===== config.mk =====
export PLATFORM = sky130hd
export DESIGN_NAME = instr_fetch_ctrl
export DESIGN_NICKNAME = d
export VERILOG_FILES = /design/src/rtl/instr_fetch_ctrl.sv
export SDC_FILE = /design/constraint.sdc
export NUM_CORES = 1
export LEC_CHECK = 0
export CORE_AREA = 2 2 90 92
export CTS_BUF_LIST = sky130_fd_sc_hd__clkbuf_2
export CTS_CLUSTER_SIZE = 30
export DETAILED_ROUTE_END_ITERATION = 8
export DIE_AREA = 0 0 92 94
export PLACE_DENSITY = 0.86
export RECOVER_POWER = 25
export SETUP_SLACK_MARGIN = 0.15
export SYNTH_ARGS = -nofsm -noshare
export SYNTH_HDL_FRONTEND = slang
export SYNTH_SLANG_ARGS = --single-unit

===== constraint.sdc =====
create_clock -name clk -period 4.5 [get_ports clk]
set_clock_uncertainty 0.15 [all_clocks]
set_input_delay 1.125 -clock clk [delete_from_list [all_inputs] [get_ports clk]]
set_output_delay 1.125 -clock clk [all_outputs]
set_load 0.01 [all_outputs]

===== src/rtl/instr_fetch_ctrl.sv =====
// Instruction fetch controller: PC sequencing, one-entry fetch output with
// backpressure, redirects, execute-permission and alignment faults.
module instr_fetch_ctrl #(
  parameter logic [7:0] RESET_PC = 8'h00,
  parameter logic [7:0] TRAP_PC  = 8'h3C
) (
  input  logic        clk,
  input  logic        rst,
  output logic [7:0]  imem_addr,
  input  logic [31:0] imem_instr,
  input  logic [3:0]  pmp_xperm,
  input  logic        redirect_valid,
  input  logic [7:0]  redirect_addr,
  input  logic        fetch_ready,
  output logic        fetch_valid,
  output logic [31:0] fetch_instr,
  output logic [7:0]  fetch_pc,
  input  logic        fault_clear,
  output logic        fault_valid,
  output logic [7:0]  fault_addr,
  output logic [1:0]  fault_cause,
  output logic [15:0] fetch_count
);

  typedef enum logic {FETCH = 1'b0, FAULT = 1'b1} state_t;

  localparam logic [1:0] CAUSE_NONE  = 2'b00;
  localparam logic [1:0] CAUSE_XPERM = 2'b01;
  localparam logic [1:0] CAUSE_ALIGN = 2'b10;

  state_t     state;
  logic [7:0] pc;
  logic       slot_free;
  logic       perm_ok;
  logic       handshake;

  function automatic logic [15:0] sat_inc(input logic [15:0] v);
    return (v == 16'hFFFF) ? v : v + 16'd1;
  endfunction

  assign imem_addr = pc;
  assign slot_free = !fetch_valid || fetch_ready;
  assign perm_ok   = pmp_xperm[pc[7:6]];
  assign handshake = fetch_valid && fetch_ready;

  always_ff @(posedge clk or posedge rst) begin
    if (rst) begin
      state       <= FETCH;
      pc          <= RESET_PC;
      fetch_valid <= 1'b0;
      fetch_instr <= '0;
      fetch_pc    <= '0;
      fault_valid <= 1'b0;
      fault_addr  <= '0;
      fault_cause <= CAUSE_NONE;
      fetch_count <= '0;
    end else begin
      case (state)
        FETCH: begin
          if (redirect_valid) begin
            // Redirect flushes the output slot; a pending handshake is dropped.
            fetch_valid <= 1'b0;
            if (redirect_addr[1:0] == 2'b00) begin
              pc <= redirect_addr;
            end else begin
              state       <= FAULT;
              fault_valid <= 1'b1;
              fault_addr  <= redirect_addr;
              fault_cause <= CAUSE_ALIGN;
            end
          end else begin
            if (handshake) fetch_count <= sat_inc(fetch_count);
            if (slot_free) begin
              if (perm_ok) begin
                fetch_instr <= imem_instr;
                fetch_pc    <= pc;
                fetch_valid <= 1'b1;
                pc          <= pc + 8'd4;
              end else begin
                state       <= FAULT;
                fault_valid <= 1'b1;
                fault_addr  <= pc;
                fault_cause <= CAUSE_XPERM;
                fetch_valid <= 1'b0;
              end
            end
          end
        end
        FAULT: begin
          fetch_valid <= 1'b0;
          if (fault_clear) begin
            state       <= FETCH;
            pc          <= TRAP_PC;
            fault_valid <= 1'b0;
            fault_cause <= CAUSE_NONE;
          end
        end
        default: state <= FETCH;
      endcase
    end
  end

endmodule


==> results of run 1 <==
## how the worst min path moves through the flow
stage | to | cells after the start | slack [ps] | from
4_1_cts | fetch_count[13] | 1 | 360 | fetch_count[13]
3_5_place_dp | fetch_count[13] | 1 | 330 | fetch_count[13]
3_3_place_gp | fetch_pc[6] | 2 | 310 | fetch_pc[6]
6_report | fetch_count[13] | 1 | 360 | fetch_count[13]
2_1_floorplan | fetch_pc[6] | 2 | 360 | fetch_pc[6]
5_1_grt | fetch_count[13] | 1 | 400 | fetch_count[13]
## layer usage
metal	track usage	wire length, um	vias up	part of all wire
met4	0.0697	95	0	0.012
met3	0.0498	523	10	0.064
met1	0.253	3480	1330	0.42
li1	-	-	1244	-
met5	0	0	-	0
met2	0.323	4130	111	0.50
## cells by family (layout without fill, tap and decap cells)
kind of cell | Yosys count | after routing | share of synthesized area
and+or+nand+nor | 80 | 80 | 0.128
DFF | 77 | 77 | 0.577
muxes | 43 | 43 | 0.148
AOI/OAI and AO/OA | 41 | 41 | 0.0829
buffers and inverters | 15 | 150 | 0.0221
xor gates and xnor gates | 13 | 13 | 0.0341
adders and majority gates | 2 | 2 | 0.00750
## critical path: stages
cell and delay (ps):
clkdlybuf4s50_1 430, mux4_2 520, nor3b_2 210, nand2_2 240, buf_4 410, mux2_2 390
## cells in the mapped netlist, drive strengths merged, types with 3 or more instances
| cell | count |
|---|---|
| nand4 | 5 |
| nand2b | 3 |
| o221a | 3 |
| mux2 | 41 |
| buf | 7 |
| a21oi | 10 |
| dfrtp | 77 |
| nand2 | 11 |
| nand3 | 14 |
| nor3 | 3 |
| o21ai | 8 |
| and3 | 4 |
| o22ai | 5 |
| and2 | 3 |
| xnor2 | 11 |
| inv | 6 |
| or3 | 3 |
| nor2 | 19 |
## layout make-up
type / count / area share
Sequential cell: 77 / 0.398
Multi-Input combinational cell: 179 / 0.276
Timing Repair Buffer: 128 / 0.262
Tap cell: 102 / 0.0263
Clock inverter: 7 / 0.0235
Clock buffer: 9 / 0.00930
Inverter: 6 / 0.00491
## power by group
group / switching, mW / leakage [nW] / internal [mW] / total, mW
Sequential: 0.215 / 0.946 / 0.945 / 1.16
Combinational: 0.483 / 0.965 / 0.739 / 1.22
Clock: 0.236 / 0.0856 / 0.236 / 0.472
## state kept, by name, summed over array words and instances, names as in the netlist
register     flops
fetch_instr     32
fetch_valid      1
fault_cause      2
imem_addr        8
fault_addr       8
fetch_pc         8
state            1
fetch_count     16
fault_valid      1
==> insert_results.sql, run 1 <==
INSERT INTO impl_metrics (metric_group, metric, value, unit) VALUES
('placement', 'place_worst_setup_slack', '851', 'ps'),
('clocking', 'htree_num_levels', '3', ''),
('placement', 'place.port_buffers', '124', ''),
('global_route', 'grt_pass1_vias', '2706', ''),
('synthesis', 'synth_fp_nets', '322', ''),
('synthesis', 'ys.warnings.count', '0', ''),
('sta', 'worst_slew_margin_rel', '0.184', ''),
('run_status', 'outcome', 'finished clean', ''),
('synthesis', 'synth_cell_type_count', '49', ''),
('placement', 'place_area', '4690', 'um2'),
('clocking', 'tritoncts', 'done', ''),
('sta', 'fmax', '0.322', 'GHz'),
('sta', 'hold_violation_count_in_the_final_report', '0', ''),
('synthesis', 'dominantRegCellSynth', 'dfrtp_1', ''),
('worst_setup_path', 'r2r.worst_path.cells', '5', ''),
('clocking', 'post-cts-setup-buffers', '0', ''),
('drt', 'drc', '0', ''),
('synthesis', 'synth-seq-area-share', '0.577', ''),
('worst_setup_path', 'critical_path.startpoint', 'pmp_xperm[0]', ''),
('finish', 'final-seq-area', '1930', 'um2'),
('global_route', 'gr_overflow_total', '0', ''),
('sta', 'post-route-period-util', '0.690', ''),
('synthesis', 'synth_top_cell_area_share', '0.577', ''),
('global_route', 'antenna_violations_before_repair', '0', ''),
('drt', 'drtAntennaViolNets', '0', ''),
('finish', 'final_cells', '508', ''),
('placement', 'routabilityCongestion', '0.818', ''),
('drt', 'wl_per_cell', '16.2', 'um'),
('worst_setup_path', 'crit_end', 'fetch_instr[12]', ''),
('power_and_ir_drop', 'power_density', '589', 'nW/um2'),
('worst_setup_path', 'setup.reg_to_reg.worst_slack', '1950', 'ps'),
('drt', 'vias', '2695', ''),
('worst_setup_path', 'timing.setup.critical_path_class', 'in -> reg', ''),
('power_and_ir_drop', 'total_power', '2.85', 'mW'),
('sta', 'post-route-min-period', '3100', 'ps'),
('drt', 'vias_per_cell', '5.31', ''),
('synthesis', 'postSynthRegisterBits', '77', ''),
('synthesis', 'synth_edf_count', '0', ''),
('worst_setup_path', 'critical_path.reg2reg.startpoint', 'imem_addr[6]', ''),
('power_and_ir_drop', 'vdd_drop_max', '0.000254', 'V'),
('synthesis', 'synth_top_area_cell', 'dfrtp_1', ''),
('die', 'floorplan.rows', '32', ''),
('clocking', 'cts-root-buf', 'clkbuf_2', ''),
('worst_setup_path', 'regToRegEndpoint', 'fetch_instr[12]', ''),
('finish', 'multi_input_area', '1340', 'um2'),
('die', 'core-area', '7610', 'um2'),
('clocking', 'postCtsHoldBufs', '0', ''),
('global_route', 'grt_start_max_net_pins', '36', ''),
('drt', 'firstDrtPassIters', '4', ''),
('sta', 'setup_total_negative_slack', '0', 'ps'),
('worst_hold_path', 'holdCritPathClass', 'reg -> reg', ''),
('finish', 'num-nets-final', '452', ''),
('worst_setup_path', 'worst-path-max-fanout', '31', ''),
('sta', 'worstMarginPinSlew', '1220', 'ps'),
('finish', 'n_fill_cell', '608', ''),
('finish', 'final_layout_size_suffix_gt1_frac', '0.163', ''),
('finish', 'final_core_util', '0.637', ''),
('power_and_ir_drop', 'cellLeakagePower', '2.00', 'nW'),
('run', 'timing.max_cap.violations', '0', ''),
('finish', 'n_antenna_cell', '0', ''),
('clocking', 'numCtsBuffers', '9', ''),
('global_route', 'grt_use_total', '0.196', ''),
('drt', 'routed_wirelength', '8.23', 'mm'),
('die', 'fp.dieH', '94', 'um'),
('sta', 'worst_hold_slack', '362', 'ps'),
('sta', 'slew_limit_fails', '0', ''),
('synthesis', 'netlist_top_cells_area', 'dfrtp_1, mux2_2, xnor2_1', ''),
('sta', 'timing.final.ws_setup', '1400', 'ps'),
('clocking', 'clk_latency', '490', 'ps'),
('synthesis', 'async_flop_share', '1.00', ''),
('finish', 'area_of_all_placed_cells_without_fillers', '4840', 'um2');
Note: power is estimated with default switching activity, not from simulation.
==> inputs of run 2 (changes only) <==
Settings changed: CORE_AREA 2 2 90 92 to 2 2 94 96, DIE_AREA 0 0 92 94 to 0 0 96 98, PLACE_DENSITY 0.86 to 0.83.
Clock period 4.5 ns to 2.8 ns, I/O delays scaled along.
==> run 2 against run 1 <==
Core utilization shrank 4.8 points; critical path depth shrank 5; register-to-register slack lost 1400 ps.
==> insert_results.sql, run 2 (synthesis gave the netlist of run 1 again) <==
INSERT INTO impl_metrics (metric_group, metric, value, unit) VALUES
('run_status', 'outcome', 'finished clean', ''),
('sta', 'slew_limit_fails', '0', ''),
('sta', 'setup_total_negative_slack', '0', 'ps'),
('worst_setup_path', 'end_kind', 'output port', ''),
('die', 'top_level_ports', '125', ''),
('finish', 'n_antenna_cell', '0', ''),
('global_route', 'gr_overflow_total', '0', ''),
('clocking', 'numCtsBuffers', '9', ''),
('finish', 'n_fill_cell', '710', ''),
('clocking', 'cts.path.max_buffers', '2', ''),
('drt', 'vias', '2762', ''),
('sta', 'fmax', '0.399', 'GHz'),
('sta', 'post-route-min-period', '2510', 'ps'),
('finish', 'most-common-layout-cells', 'clkdlybuf4s50_1, dfrtp_1, mux2_2', ''),
('global_route', 'grt_pass1_wl', '14.1', 'mm'),
('finish', 'final_core_util', '0.589', ''),
('power_and_ir_drop', 'cellLeakagePower', '2.09', 'nW'),
('finish', 'num-nets-final', '471', ''),
('placement', 'place.port_buffers', '124', ''),
('global_route', 'antenna_violations_before_repair', '0', ''),
('worst_setup_path', 'path_cells', 'clkdlybuf4s50_1', ''),
('finish', 'largest_registers', 'fetch_instr (32), fetch_count (16)', ''),
('die', 'fp.dieH', '98', 'um'),
('power_and_ir_drop', 'vdd_drop_max', '0.000575', 'V'),
('sta', 'hold_violation_count_in_the_final_report', '0', ''),
('sta', 'timing.final.ws_setup', '293', 'ps'),
('sta', 'rsz0062_at_grt', 'false', ''),
('die', 'floorplan.rows', '34', ''),
('worst_hold_path', 'holdCritPathClass', 'reg -> reg', ''),
('finish', 'largest_register_ffs', '32', ''),
('drt', 'drc', '0', ''),
('global_route', 'grt_start_max_net_pins', '29', ''),
('placement', 'place_worst_setup_slack', '-103', 'ps'),
('placement', 'placed_cells', '517', ''),
('worst_setup_path', 'cp_data_required_time', '1950', 'ps'),
('worst_setup_path', 'critical_path_arrival', '1660', 'ps'),
('sta', 'worst_slew_margin_rel', '0.193', ''),
('drt', 'first_iter_violations', '127', ''),
('sta', 'post-route-period-util', '0.895', ''),
('finish', 'final_cells', '532', ''),
('sta', 'timing.final.setup_violations', '0', ''),
('run', 'timing.max_cap.violations', '0', ''),
('clocking', 'clk_latency', '500', 'ps'),
('drt', 'wl_per_cell', '16.4', 'um'),
('worst_setup_path', 'crit_buf_inv', '1', ''),
('clocking', 'cts-root-buf', 'clkbuf_2', ''),
('worst_setup_path', 'crit_family', 'buffers and inverters', ''),
('sta', 'worst_hold_slack', '367', 'ps'),
('clocking', 'postCtsResizedCells', '0', ''),
('finish', 'area.growth.synth_to_final', '49.3', '%'),
('die', 'core-area', '8470', 'um2'),
('finish', 'layout.cells.most_common', 'clkdlybuf4s50_1', ''),
('drt', 'drtAntennaViolNets', '0', ''),
('power_and_ir_drop', 'total_power', '4.62', 'mW'),
('sta', 'worstMarginPinSlew', '1200', 'ps'),
('worst_setup_path', 'timing.setup.critical_path_class', 'reg -> out', ''),
('global_route', 'grt_pass1_vias', '2833', ''),
('drt', 'firstDrtPassIters', '4', ''),
('clocking', 'tritoncts', 'done', ''),
('placement', 'place.detailed.hpwl', '6.56', 'mm'),
('worst_setup_path', 'cp_slowest_cell', 'clkdlybuf4s50_1', ''),
('finish', 'regMostFlops', 'fetch_instr', ''),
('clocking', 'htree_num_levels', '3', ''),
('clocking', 'clkTransAtPathRegs', '220', 'ps'),
('placement', 'routabilityCongestion', '0.878', ''),
('clocking', 'postCtsHoldBufs', '0', ''),
('clocking', 'post-cts-setup-buffers', '0', ''),
('worst_setup_path', 'worst-path-max-fanout', '9', ''),
('global_route', 'grt_use_total', '0.193', ''),
('power_and_ir_drop', 'power_density', '928', 'nW/um2'),
('die', 'die_width', '96', 'um'),
('worst_setup_path', 'crit_path_start_kind', 'register', ''),
('drt', 'routed_wirelength', '8.73', 'mm'),
('drt', 'vias_per_cell', '5.19', ''),
('die', 'start_util', '0.394', ''),
('finish', 'final_layout_size_suffix_gt1_frac', '0.198', ''),
('worst_setup_path', 'crit_path_max_incr_delay', '600', 'ps'),
('die', 'floorplan.die_area', '9410', 'um2'),
('placement', 'place_area', '4880', 'um2'),
('clocking', 'cts.sink_count', '77', ''),
('finish', 'area_of_all_placed_cells_without_fillers', '4980', 'um2');
==> run 2: report_power, final <==
part,internal [mW],total [mW],switching [mW]
registers,1.52,1.83,0.310
clock network,0.290,0.662,0.371
logic,1.28,2.13,0.852
==> run 2: final cells by class <==
cell class                      instances  area, um2  area share
Tap cell                              108        135      0.0271
Clock buffer                           10       50.0      0.0100
Timing Repair Buffer                  147       1430       0.287
Inverter                                6       23.8     0.00477
Clock inverter                          5       76.3      0.0153
Sequential cell                        77       1930       0.387
Multi-Input combinational cell        179       1340       0.269
==> run 2: worst paths after layout <==
| path | start | cells after the start | endpoint | slack, ps |
|---|---|---|---|---|
| max | imem_addr[2] | 1 | imem_addr[2] | 290 |
| min | fetch_count[13] | 1 | fetch_count[13] | 370 |
| max reg2reg | imem_addr[6] | 3 | fault_addr[4] | 560 |
| min reg2reg | fetch_count[13] | 1 | fetch_count[13] | 370 |
| max in group asynchronous | rst | 3 | fault_valid | 530 |
| min in group asynchronous | rst | 2 | fetch_count[3] | 730 |
==> run 2: layer usage <==
metal  track usage  wire (um)
met2         0.315       4470
met3        0.0502        481
met4        0.0560        163
met1         0.250       3620
met5             0          0
==> inputs of run 3 (changes only) <==
Settings changed: ABC_CLOCK_PERIOD_IN_PS from default to 2800, CORE_AREA 2 2 94 96 to 2 2 117 119, DIE_AREA 0 0 96 98 to 0 0 119 121, PLACE_DENSITY 0.83 to 0.6.
==> run 3 against run 2 <==
Cell count increased by 12%; sequential share of layout area is 0.33 points lower; routed wire length up 2.0%; maximum frequency grew 0.27%; core utilization fell by 20 points; clock-buffer cell count is 1 higher; setup slack gained 6.7 ps; clock power down 11%; critical endpoint unchanged.
==> insert_results.sql, run 3 (synthesis gave the netlist of run 1 again) <==
INSERT INTO impl_metrics (metric_group, metric, value, unit) VALUES
('worst_hold_path', 'holdCritPathClass', 'reg -> reg', ''),
('clocking', 'cts.path.max_buffers', '2', ''),
('die', 'floorplan.rows', '42', ''),
('worst_setup_path', 'crit_family', 'buffers and inverters', ''),
('finish', 'largest_registers', 'fetch_instr (32), fetch_count (16)', ''),
('worst_setup_path', 'worst-path-max-fanout', '9', ''),
('run', 'timing.max_cap.violations', '0', ''),
('die', 'fp.dieH', '121', 'um'),
('finish', 'area.growth.synth_to_final', '50.9', '%'),
('global_route', 'grtUsageMet3', '0.0432', ''),
('die', 'top_level_ports', '125', ''),
('clocking', 'htree_num_levels', '3', ''),
('sta', 'setup_total_negative_slack', '0', 'ps'),
('finish', 'layout.cells.most_common', 'clkdlybuf4s50_1', ''),
('clocking', 'cts-root-buf', 'clkbuf_2', ''),
('drt', 'drc', '0', ''),
('worst_setup_path', 'cp_slowest_cell', 'clkdlybuf4s50_1', ''),
('drt', 'drtAntennaViolNets', '0', ''),
('global_route', 'grt_pass1_wl', '14.6', 'mm'),
('die', 'start_util', '0.255', ''),
('run_status', 'outcome', 'finished clean', ''),
('sta', 'rsz0062_at_grt', 'false', ''),
('die', 'floorplan.die_area', '14400', 'um2'),
('worst_setup_path', 'crit_path_max_incr_delay', '570', 'ps'),
('clocking', 'post-cts-setup-buffers', '0', ''),
('finish', 'final_layout_size_suffix_gt1_frac', '0.204', ''),
('sta', 'worst_hold_slack', '361', 'ps'),
('die', 'core-area', '13100', 'um2'),
('clocking', 'tritoncts', 'done', ''),
('sta', 'timing.final.setup_violations', '0', ''),
('drt', 'vias_per_cell', '4.54', ''),
('drt', 'routed_wirelength', '8.91', 'mm'),
('worst_setup_path', 'crit_buf_inv', '1', ''),
('sta', 'worstMarginPinSlew', '458', 'ps'),
('sta', 'hold_violation_count_in_the_final_report', '0', ''),
('global_route', 'gr_overflow_total', '0', ''),
('global_route', 'grt_use_total', '0.132', ''),
('finish', 'n_antenna_cell', '0', ''),
('power_and_ir_drop', 'cellLeakagePower', '2.07', 'nW'),
('clocking', 'cts.sink_count', '77', ''),
('global_route', 'grt.met1_usage', '0.171', ''),
('sta', 'post-route-period-util', '0.893', ''),
('finish', 'num-nets-final', '468', ''),
('finish', 'largest_register_ffs', '32', ''),
('power_and_ir_drop', 'vdd_drop_max', '0.000381', 'V'),
('finish', 'regMostFlops', 'fetch_instr', ''),
('clocking', 'clk_latency', '550', 'ps'),
('finish', 'most-common-layout-cells', 'clkdlybuf4s50_1, dfrtp_1, mux2_2', ''),
('worst_setup_path', 'end_kind', 'output port', ''),
('worst_setup_path', 'timing.setup.critical_path_class', 'reg -> out', ''),
('finish', 'n_fill_cell', '1252', ''),
('power_and_ir_drop', 'power_density', '901', 'nW/um2'),
('clocking', 'numCtsBuffers', '9', ''),
('global_route', 'grtUsageMet2', '0.200', ''),
('placement', 'place.detailed.hpwl', '6.46', 'mm'),
('global_route', 'grt_pass1_vias', '2770', ''),
('global_route', 'grt_start_max_net_pins', '78', ''),
('sta', 'worst_slew_margin_rel', '0.694', ''),
('worst_setup_path', 'crit_path_start_kind', 'register', ''),
('clocking', 'clkTransAtPathRegs', '220', 'ps'),
('worst_setup_path', 'cp_data_required_time', '1950', 'ps'),
('die', 'die_width', '119', 'um'),
('finish', 'final_core_util', '0.385', ''),
('sta', 'post-route-min-period', '2500', 'ps'),
('drt', 'vias', '2716', ''),
('drt', 'first_iter_violations', '144', ''),
('worst_setup_path', 'path_cells', 'clkdlybuf4s50_1', ''),
('sta', 'slew_limit_fails', '0', ''),
('global_route', 'grt_most_used_layer', 'met2', ''),
('global_route', 'antenna_violations_before_repair', '0', ''),
('drt', 'firstDrtPassIters', '4', ''),
('placement', 'routabilityCongestion', '0.812', ''),
('placement', 'place.port_buffers', '124', ''),
('drt', 'wl_per_cell', '14.9', 'um'),
('sta', 'fmax', '0.400', 'GHz'),
('worst_setup_path', 'critical_path_arrival', '1650', 'ps');
[run 3: cell types whose count changed in the layout (fill, tap and decap cells not counted)]
cell,delta
bufinv_16,-1
dfrtp_2,+3
buf_4,-1
clkbuf_1,-1
clkinv_2,+1
dfrtp_1,-3
[run 3: through the flow]
| stage | worst slack [ps] | area [um2] | power [mW] | std cells |
|---|---|---|---|---|
| after floorplan | 515 | 3340 | 2.75 | 271 |
| after global placement | -21.2 | 4930 | 3.94 | 582 |
| after detailed placement | -46.5 | 4930 | 3.99 | 582 |
| after CTS | 173 | 5040 | 4.61 | 598 |
| after global routing | 154 | 5040 | 4.87 | 598 |
| final | 300 | 5040 | 4.54 | 598 |
[run 3: cell type report]
| class | instances | area (um2) | share of cell area |
|---|---|---|---|
| clock buffers | 11 | 55.1 | 0.0109 |
| clock inverters | 5 | 51.3 | 0.0102 |
| inverters | 6 | 23.8 | 0.00472 |
| multi-input cells | 179 | 1340 | 0.266 |
| flip-flops and latches | 77 | 1930 | 0.383 |
| well taps | 176 | 220 | 0.0437 |
| repair buffers | 144 | 1420 | 0.281 |
[run 3: metal layers]
layer / wire length (um) / up-vias / share of wire
met5: 0 / - / 0
met4: 149 / 0 / 0.017
met3: 625 / 12 / 0.070
met2: 4170 / 96 / 0.47
met1: 3970 / 1333 / 0.45
li1: - / 1275 / -
[run 3: worst paths after layout]
| kind | startpoint | cells past startpoint | slack (ps) | endpoint |
|---|---|---|---|---|
| max | imem_addr[2] | 1 | 300 | imem_addr[2] |
| min | fetch_count[13] | 1 | 360 | fetch_count[13] |
| max reg2reg | imem_addr[6] | 3 | 600 | fault_addr[5] |
| min reg2reg | fetch_count[13] | 1 | 360 | fetch_count[13] |
| max in group asynchronous | rst | 3 | 1570 | imem_addr[3] |
| min in group asynchronous | rst | 3 | 570 | fetch_count[7] |
[run 3: report_power, final]
group | switching [mW] | total, mW | internal, mW | leakage (nW)
logic | 0.843 | 2.12 | 1.28 | 1.06
registers | 0.303 | 1.83 | 1.52 | 0.943
clock network | 0.385 | 0.592 | 0.207 | 0.0694
total | 1.53 | 4.54 | 3.01 | 2.07
[run 3: repair_timing]
item                                    4_1_cts  5_1_grt
gates cloned                                  0        0
hold buffers                                  0        0
endpoints found under the setup margin        1        2
gates resized for setup                       1        2
